==> config.mk <==
export PLATFORM = sky130hd
export DESIGN_NAME = regfile_sb
export DESIGN_NICKNAME = d
export VERILOG_FILES = /design/src/rtl/regfile_pkg.sv /design/src/rtl/rf_scoreboard.sv /design/src/rtl/regfile_sb.sv
export SDC_FILE = /design/constraint.sdc
export NUM_CORES = 1
export LEC_CHECK = 0
export CAP_MARGIN = 20
export CORE_AREA = 3 3 203 205
export DETAILED_ROUTE_END_ITERATION = 12
export DIE_AREA = 0 0 206 208
export SYNTH_ARGS = -nofsm -noshare
export SYNTH_HDL_FRONTEND = slang
export SYNTH_SLANG_ARGS = --single-unit
==> constraint.sdc <==
create_clock -name clk -period 3.6 [get_ports clk]
set_clock_uncertainty 0.15 [all_clocks]
set_input_delay 0.54 -clock clk [delete_from_list [all_inputs] [get_ports clk]]
set_output_delay 0.54 -clock clk [all_outputs]
set_load 0.02 [all_outputs]
==> src/rtl/regfile_pkg.sv <==
`default_nettype none
// ============================================================================
// Module   : regfile_pkg
// Purpose  : Shared constants and FSM encoding for the Subarashii register file.
// Revision : 1.0 - initial release
// ============================================================================
package regfile_pkg;

   localparam int c_DEF_WIDTH = 16;
   localparam int c_DEF_DEPTH = 16;

   typedef enum logic [0:0] {
      IDLE  = 1'b0,
      SWEEP = 1'b1
   } rfState_t;

endpackage
`default_nettype wire

==> src/rtl/rf_scoreboard.sv <==
`default_nettype none
// ============================================================================
// Module   : rf_scoreboard
// Purpose  : Pending-write bits with reserve/write/sweep priority and busy
//            outputs. Option macro: ZERO_REG_EN (pend[0] tied low).
// Revision : 1.0 - initial release
// ============================================================================
module rf_scoreboard
   import regfile_pkg::*;
#(
   parameter int DEPTH = c_DEF_DEPTH,
   parameter int AW    = $clog2(DEPTH)
) (
   input  logic          clk,
   input  logic          rst,
   input  logic          wrEn,
   input  logic [AW-1:0] wrSel,
   input  logic          resvEn,
   input  logic [AW-1:0] resvSel,
   input  logic          sweepEn,
   input  logic [AW-1:0] sweepSel,
   input  logic [AW-1:0] selA,
   input  logic [AW-1:0] selB,
   output logic          busyA,
   output logic          busyB
);

`ifdef ZERO_REG_EN
   localparam bit c_ZERO_REG = 1'b1;
`else
   localparam bit c_ZERO_REG = 1'b0;
`endif

   logic [DEPTH-1:0] w_pend;

   generate
      for (genvar i = 0; i < DEPTH; i++) begin : g_pend
         if (c_ZERO_REG && (i == 0)) begin : g_zero
            assign w_pend[i] = 1'b0;
         end else begin : g_bit
            logic r_bit;
            // Sweep clear beats everything; a new reservation beats a retiring write.
            always_ff @(posedge clk or negedge rst) begin
               if (!rst) begin
                  r_bit <= 1'b0;
               end else if (sweepEn && (sweepSel == AW'(i))) begin
                  r_bit <= 1'b0;
               end else if (resvEn && (resvSel == AW'(i))) begin
                  r_bit <= 1'b1;
               end else if (wrEn && (wrSel == AW'(i))) begin
                  r_bit <= 1'b0;
               end
            end
            assign w_pend[i] = r_bit;
         end
      end
   endgenerate

   // An in-flight write to the selected register resolves the hazard via bypass.
   assign busyA = w_pend[selA] & ~(wrEn & (wrSel == selA));
   assign busyB = w_pend[selB] & ~(wrEn & (wrSel == selB));

endmodule
`default_nettype wire

==> src/rtl/regfile_sb.sv <==
`default_nettype none
// ============================================================================
// Module   : regfile_sb
// Purpose  : 1W/2R register file with write bypass, scoreboard and bulk clear.
//            Option macro: ZERO_REG_EN (register 0 hardwired to zero).
// Revision : 1.0 - initial release
// ============================================================================
module regfile_sb
   import regfile_pkg::*;
#(
   parameter int WIDTH = c_DEF_WIDTH,
   parameter int DEPTH = c_DEF_DEPTH,
   parameter int AW    = $clog2(DEPTH)
) (
   input  logic             clk,
   input  logic             rst,
   input  logic             wen,
   input  logic [AW-1:0]    selRd,
   input  logic [WIDTH-1:0] rd,
   input  logic [AW-1:0]    selRa,
   input  logic [AW-1:0]    selRb,
   output logic [WIDTH-1:0] ra,
   output logic [WIDTH-1:0] rb,
   input  logic             resv,
   input  logic [AW-1:0]    resvSel,
   output logic             busyA,
   output logic             busyB,
   input  logic             clr,
   output logic             clrBusy
);

`ifdef ZERO_REG_EN
   localparam bit c_ZERO_REG = 1'b1;
`else
   localparam bit c_ZERO_REG = 1'b0;
`endif

   rfState_t         r_state;
   rfState_t         w_stateNext;
   logic [AW-1:0]    r_cnt;
   logic [AW-1:0]    w_cntNext;
   logic             w_idle;
   logic             w_sweep;
   logic             w_wrEn;
   logic             w_resvEn;
   logic             w_bypA;
   logic             w_bypB;
   logic [WIDTH-1:0] w_regs [DEPTH];

   always_ff @(posedge clk or negedge rst) begin
      if (!rst) begin
         r_state <= IDLE;
         r_cnt   <= '0;
      end else begin
         r_state <= w_stateNext;
         r_cnt   <= w_cntNext;
      end
   end

   always_comb begin
      w_stateNext = r_state;
      w_cntNext   = r_cnt;
      case (r_state)
         IDLE: begin
            if (clr) begin
               w_stateNext = SWEEP;
               w_cntNext   = '0;
            end
         end
         SWEEP: begin
            w_cntNext = r_cnt + 1'b1;
            if (r_cnt == AW'(DEPTH - 1)) begin
               w_stateNext = IDLE;
            end
         end
         default: w_stateNext = IDLE;
      endcase
   end

   assign w_idle   = (r_state == IDLE);
   assign w_sweep  = (r_state == SWEEP);
   assign clrBusy  = w_sweep;

   // Index 0 is filtered here so neither storage, bypass nor scoreboard sees it.
   assign w_wrEn   = w_idle & wen  & ~(c_ZERO_REG & (selRd == '0));
   assign w_resvEn = w_idle & resv & ~(c_ZERO_REG & (resvSel == '0));

   generate
      for (genvar i = 0; i < DEPTH; i++) begin : g_reg
         if (c_ZERO_REG && (i == 0)) begin : g_zero
            assign w_regs[i] = '0;
         end else begin : g_flop
            logic [WIDTH-1:0] r_q;
            always_ff @(posedge clk or negedge rst) begin
               if (!rst) begin
                  r_q <= '0;
               end else if (w_sweep && (r_cnt == AW'(i))) begin
                  r_q <= '0;
               end else if (w_wrEn && (selRd == AW'(i))) begin
                  r_q <= rd;
               end
            end
            assign w_regs[i] = r_q;
         end
      end
   endgenerate

   assign w_bypA = w_wrEn & (selRd == selRa);
   assign w_bypB = w_wrEn & (selRd == selRb);
   assign ra     = w_bypA ? rd : w_regs[selRa];
   assign rb     = w_bypB ? rd : w_regs[selRb];

   rf_scoreboard #(
      .DEPTH (DEPTH),
      .AW    (AW)
   ) u_scoreboard (
      .clk      (clk),
      .rst      (rst),
      .wrEn     (w_wrEn),
      .wrSel    (selRd),
      .resvEn   (w_resvEn),
      .resvSel  (resvSel),
      .sweepEn  (w_sweep),
      .sweepSel (r_cnt),
      .selA     (selRa),
      .selB     (selRb),
      .busyA    (busyA),
      .busyB    (busyB)
   );

endmodule
`default_nettype wire

==> results of run 1 <==
flip-flops by register name, indices dropped and copies added, names as in the netlist:
register,flops
g.g_flop.r_q,256
u_scoreboard.g_pend.g_bit.r_bit,16
r_cnt,4
clrBusy,1
stage by stage:
stage / std cells / hold slack [ns]
floorplan: 1398 / 0.0944
global placement: 1938 / 0.320
detailed placement: 1938 / 0.321
CTS: 1997 / 0.300
global route: 1997 / 0.333
finish: 1997 / 0.300
area by class of cell:
type / count / share of cell area (%)
clock buffer: 38 / 4.52
clock inverter: 20 / 1.32
inverter: 9 / 0.181
multi-input combinational: 966 / 44.1
sequential: 277 / 37.2
tap: 525 / 3.53
timing repair buffer: 162 / 9.10
path summary, 6_finish.rpt:
| check | endpoint | slack [ns] | start | cells after the start |
|---|---|---|---|---|
| min in group clk | u_scoreboard.g_pend[11].g_bit.r_bit | 0.36 | u_scoreboard.g_pend[11].g_bit.r_bit | 1 |
| hold reg to reg | u_scoreboard.g_pend[11].g_bit.r_bit | 0.36 | u_scoreboard.g_pend[11].g_bit.r_bit | 1 |
| setup / recovery | rb[2] | 0.03 | g_reg[12].g_flop.r_q[2] | 5 |
| setup reg to reg | g_reg[4].g_flop.r_q[9] | 1.13 | r_cnt[2] | 5 |
| hold / removal | r_cnt[1] | 0.30 | rst | 2 |
| max in group asynchronous | g_reg[6].g_flop.r_q[10] | 1.91 | rst | 3 |
power breakdown:
group	internal [uW]	switching, uW
Sequential	3940	652
Combinational	1730	1800
Clock	2020	1370
Total	7690	3820
worst register-to-register path, delay by kind of cell, from the launching register on:
family,cells,cell delay (ns)
AOI/OAI and AO/OA,1,0.08
DFF,1,0.52
and+or+nand+nor,3,1.20
buffers and inverters,1,0.40
per-layer routing:
layer,wire length (um),global-route usage [%],vias up
li1,-,-,5225
met1,20700,32.8,6100
met2,23800,37.8,530
met3,3930,3.79,103
met4,1650,7.75,4
met5,27,0,-
cells by family after synthesis:
family,Yosys count,synth area share (%)
AOI/OAI and AO/OA,244,10.6
xor gates and xnor gates,8,0.443
adders and majority gates,4,0.316
buffers and inverters,155,4.60
DFF,277,43.8
muxes,268,28.1
and+or+nand+nor,442,12.1
cells in the final DEF, fill, tap and decap left out, types with 32 or more instances in the layout:
cell / n
mux4_2: 130
o21ai_0: 118
mux2_2: 32
dfrtp_1: 277
buf_4: 69
nand2_1: 335
a22o_1: 99
mux2i_1: 98
nand3_1: 56
clkdlybuf4s50_1: 64
==> flow_metrics.tcl, run 1 <==
set metrics [dict create \
    die_width_um 206 \
    syn_nets 1439 \
    dpl_cell_area_mm2 0.0175 \
    core_mm2 0.0396 \
    initial_core_util_pct 39.9 \
    ys.flop_type "dfrtp_1" \
    cp.buffers_inverters 1 \
    row_count 73 \
    drc 0 \
    p_per_area_mw_per_mm2 619 \
    slew_violations 0 \
    post_cts_buffers 0 \
    die_h_um 208 \
    synth_edf_count 0 \
    finalWorstSetupSlack_ns 0.0261 \
    finalWirelength_mm 50.1 \
    vias_per_cell 5.99 \
    hp-class "input port to asynchronous set/reset pin" \
    grt_pass1_wl_mm 77.0 \
    crit_path_max_incr_delay_ns 0.56 \
    status "finished, final reports clean" \
    clk_pin_slew_worst_paths_ns 0.06 \
    synth.most_common_cell "nand2_1" \
    cts_tree "done" \
    dpl.hpwl_mm 32.1 \
    critical_path_required_ns 2.91 \
    slew-limit-headroom_pct 29.4 \
    postLayoutCoreUtil_pct 47.0 \
    period_share_pct 99.3 \
    globalplace.congestion 0.833 \
    max_freq_mhz 280 \
    rsz0062_at_grt "no" \
    critical_path_class "flop to output port" \
    arrival_ns 2.88 \
    io_pins 72 \
    cts_root_buf "clkbuf_16" \
    finalHoldViolCount 0 \
    dr_total_vias 12000 \
    synth_top_area_share_pct 43.8 \
    fin_nets 1488 \
    p_leak_uw 0.00825 \
    fin_tns_setup_ns 0 \
    critPathMaxFanout 3 \
    syn-instance-count 1398 \
    period_needed_ns 3.57 \
    path_cells "mux4_2, mux2i_1, mux2i_1, mux2_2, clkdlybuf4s50_1" \
    setup_viol 0 \
    avgSynthCellArea_um2 11.3 \
    cts.sinks 277 \
    synthArstFlopShare_pct 100 \
    track_usage_pct 23.5 \
    start_kind "flop" \
    synth-seq-cells 277 \
    h-tree-depth 1 \
    numCtsBuffers 31 \
    wl_per_cell_um 25.1 \
    tightest_slew_ns 1.04 \
    grt_max_degree 131 \
    area.sequential_mm2 0.00693 \
    dieArea_mm2 0.0428 \
    fin_area_mm2 0.0186 \
    antenna_found_initial 2 \
    ys_top_cells_by_count "nand2_1, dfrtp_1, mux4_2" \
    post-place-ws_ns 0.124 \
    ys_types 50 \
    clockBufferDepth 3 \
    cts.repair.resized 0 \
    end_kind "output port" \
    grt_overflow_total 0 \
    yosysSeqAreaShare_pct 43.8 \
    ys_top_cells_by_area "dfrtp_1, mux4_2, nand2_1" \
    first_global_vias 12300 \
    cp_slowest_cell "clkdlybuf4s50_1" \
    ant_nets 0 \
    dr.pass1.iters 5 \
    drive_gt1_share_pct 22.8 \
    yosys_warnings 0 \
    portBuffers 71 \
    cpMostUsedCell "mux2i_1" \
    clk-insertion-delay-late_ns 0.58 \
    hold_buffers 1 \
    power_uw 11500 \
    path_delay_family "multiplexers" \
    synthToLayoutAreaGrowth_pct 17.6 \
    irDropWorstVdd_v 0.000388 \
    drt_iter0_drc 1070 \
    fillCellCount 3532 \
    multi_input_area_mm2 0.00821 \
    cap_violations 0 \
    num_antenna_cells 0 \
    yosys.area.top_type "dfrtp_1" \
    synth_area_mm2 0.0158 \
]
No activity file was read; power rests on OpenSTA's default activity.
==> inputs of run 2 (changes only) <==
--- a/config.mk
+++ b/config.mk
@@ -6,9 +6,12 @@
 export NUM_CORES = 1
 export LEC_CHECK = 0
 export CAP_MARGIN = 20
+export CELL_PAD_IN_SITES_DETAIL_PLACEMENT = 1
+export CELL_PAD_IN_SITES_GLOBAL_PLACEMENT = 2
 export CORE_AREA = 3 3 203 205
 export DETAILED_ROUTE_END_ITERATION = 12
 export DIE_AREA = 0 0 206 208
+export PLACE_DENSITY_LB_ADDON = 0.1
 export SYNTH_ARGS = -nofsm -noshare
 export SYNTH_HDL_FRONTEND = slang
 export SYNTH_SLANG_ARGS = --single-unit
==> flow_metrics.tcl, run 2 (synthesis results as in run 1) <==
set metrics [dict create \
    status "finished, final reports clean" \
    tightest_slew_ns 0.902 \
    portBuffers 71 \
    antenna_found_initial 1 \
    critPathMaxFanout 11 \
    holdWs_ns 0.367 \
    finalHoldViolCount 0 \
    ant_nets 0 \
    cts_tree "done" \
    reg_top3 "g.g_flop.r_q: 256 flops, u_scoreboard.g_pend.g_bit.r_bit: 16 flops, r_cnt: 4 flops" \
    slew_violations 0 \
    postLayoutCoreUtil_pct 47.5 \
    vias_per_cell 6.06 \
    largest_reg_flops 256 \
    placed_cells_incl_taps 1965 \
    irDropWorstVdd_v 0.000279 \
    drc 0 \
    max_freq_mhz 285 \
    arrival_ns 2.82 \
    post_cts_buffers 0 \
    cts_root_buf "clkbuf_16" \
    finalWirelength_mm 57.7 \
    synthToLayoutAreaGrowth_pct 19.0 \
    final_common_cell "nand2_1" \
    h-tree-depth 2 \
    dr_total_vias 12300 \
    drt_iter0_drc 957 \
    grt_pass1_wl_mm 86.6 \
    slew-limit-headroom_pct 39.9 \
    die_h_um 208 \
    stdcell_count 2028 \
    io_pins 72 \
    mostFrequentLayoutCells "nand2_1, dfrtp_1, mux4_2" \
    crit_path_max_incr_delay_ns 0.60 \
    clk-insertion-delay-late_ns 0.53 \
    period_share_pct 97.6 \
    fillCellCount 4177 \
    drive_gt1_share_pct 23.9 \
    die_width_um 206 \
    clockBufferDepth 3 \
    row_count 73 \
    p_leak_uw 0.00840 \
    hp-class "flop to flop" \
    end_kind "output port" \
    setup_viol 0 \
    core_mm2 0.0396 \
    rsz0062_at_grt "no" \
    cp_slowest_cell "mux4_1" \
    dieArea_mm2 0.0428 \
    numCtsBuffers 35 \
    wl_per_cell_um 28.5 \
    fin_nets 1519 \
    first_global_vias 12900 \
    start_kind "input port" \
    grt_overflow_total 0 \
    period_needed_ns 3.51 \
    globalplace.congestion 0.833 \
    grt_max_degree 88 \
    path_cells "buf_4, buf_4, mux4_1, mux2i_1, mux2i_1, mux2_2, clkdlybuf4s50_1" \
    p_per_area_mw_per_mm2 634 \
    multi_input_area_mm2 0.00822 \
    critical_path_class "input port to output port" \
    area.sequential_mm2 0.00693 \
    cap_violations 0 \
    regMostFlops "g.g_flop.r_q" \
    clk_pin_slew_worst_paths_ns 0.06 \
    dr.pass1.iters 5 \
    cts.sinks 277 \
    initial_core_util_pct 39.9 \
    fin_tns_setup_ns 0 \
    critical_path_required_ns 2.91 \
    track_usage_pct 27.2 \
    dpl.hpwl_mm 37.7 \
]
## run 2: worst paths after layout
kind	end	cells past startpoint	slack, ns	from
worst max-delay path	ra[9]	7	0.09	selRa[0]
worst min-delay path	g_reg[10].g_flop.r_q[11]	1	0.37	g_reg[10].g_flop.r_q[11]
worst max register to register	g_reg[0].g_flop.r_q[0]	5	1.26	clrBusy
worst min register to register	g_reg[10].g_flop.r_q[11]	1	0.37	g_reg[10].g_flop.r_q[11]
max in group asynchronous	g_reg[2].g_flop.r_q[12]	3	1.96	rst
min in group asynchronous	g_reg[6].g_flop.r_q[0]	2	0.48	rst
## run 2: what timing repair did
action / in CTS / in global routing
endpoints found under the hold margin: 82 / 0
gates resized for setup: 0 / 1
hold buffers: 1 / 0
setup endpoints to repair: 0 / 1
## run 2: layout make-up
type                    instances  area share [%]
repair buffers                189            9.75
clock inverters                 6           0.425
clock buffers                  54            5.73
diodes                          2          0.0266
well taps                     525            3.49
multi-input cells             966            43.6
flip-flops and latches        277            36.8
inverters                       9           0.179
## run 2: critical path: cells and delay by family
family,cells,cell delay [ns]
buffers and inverters,3,1.02
muxes,4,1.26
## run 2: power by group
| group | internal, uW | switching, uW | leakage [uW] |
|---|---|---|---|
| sequential | 3940 | 711 | 0.00379 |
| combinational | 1770 | 1900 | 0.00404 |
| clock | 2200 | 1420 | 0.000574 |
## run 2: per-layer routing
layer / global-route usage [%] / vias up / routed length [um]
met5: 0 / - / 0
met4: 6.81 / 0 / 1230
met3: 5.65 / 78 / 3250
met2: 42.7 / 341 / 27200
met1: 38.9 / 6593 / 26100
li1: - / 5287 / -
## run 2: metrics by stage
step	cell area, um^2	power [uW]	setup slack, ns
floorplan	15800	6770	0.854
global placement	17700	8220	0.103
detailed placement	17700	8350	0.102
CTS	18800	12000	0.0946
global route	18800	12600	0.00692
finish	18800	11900	0.0876
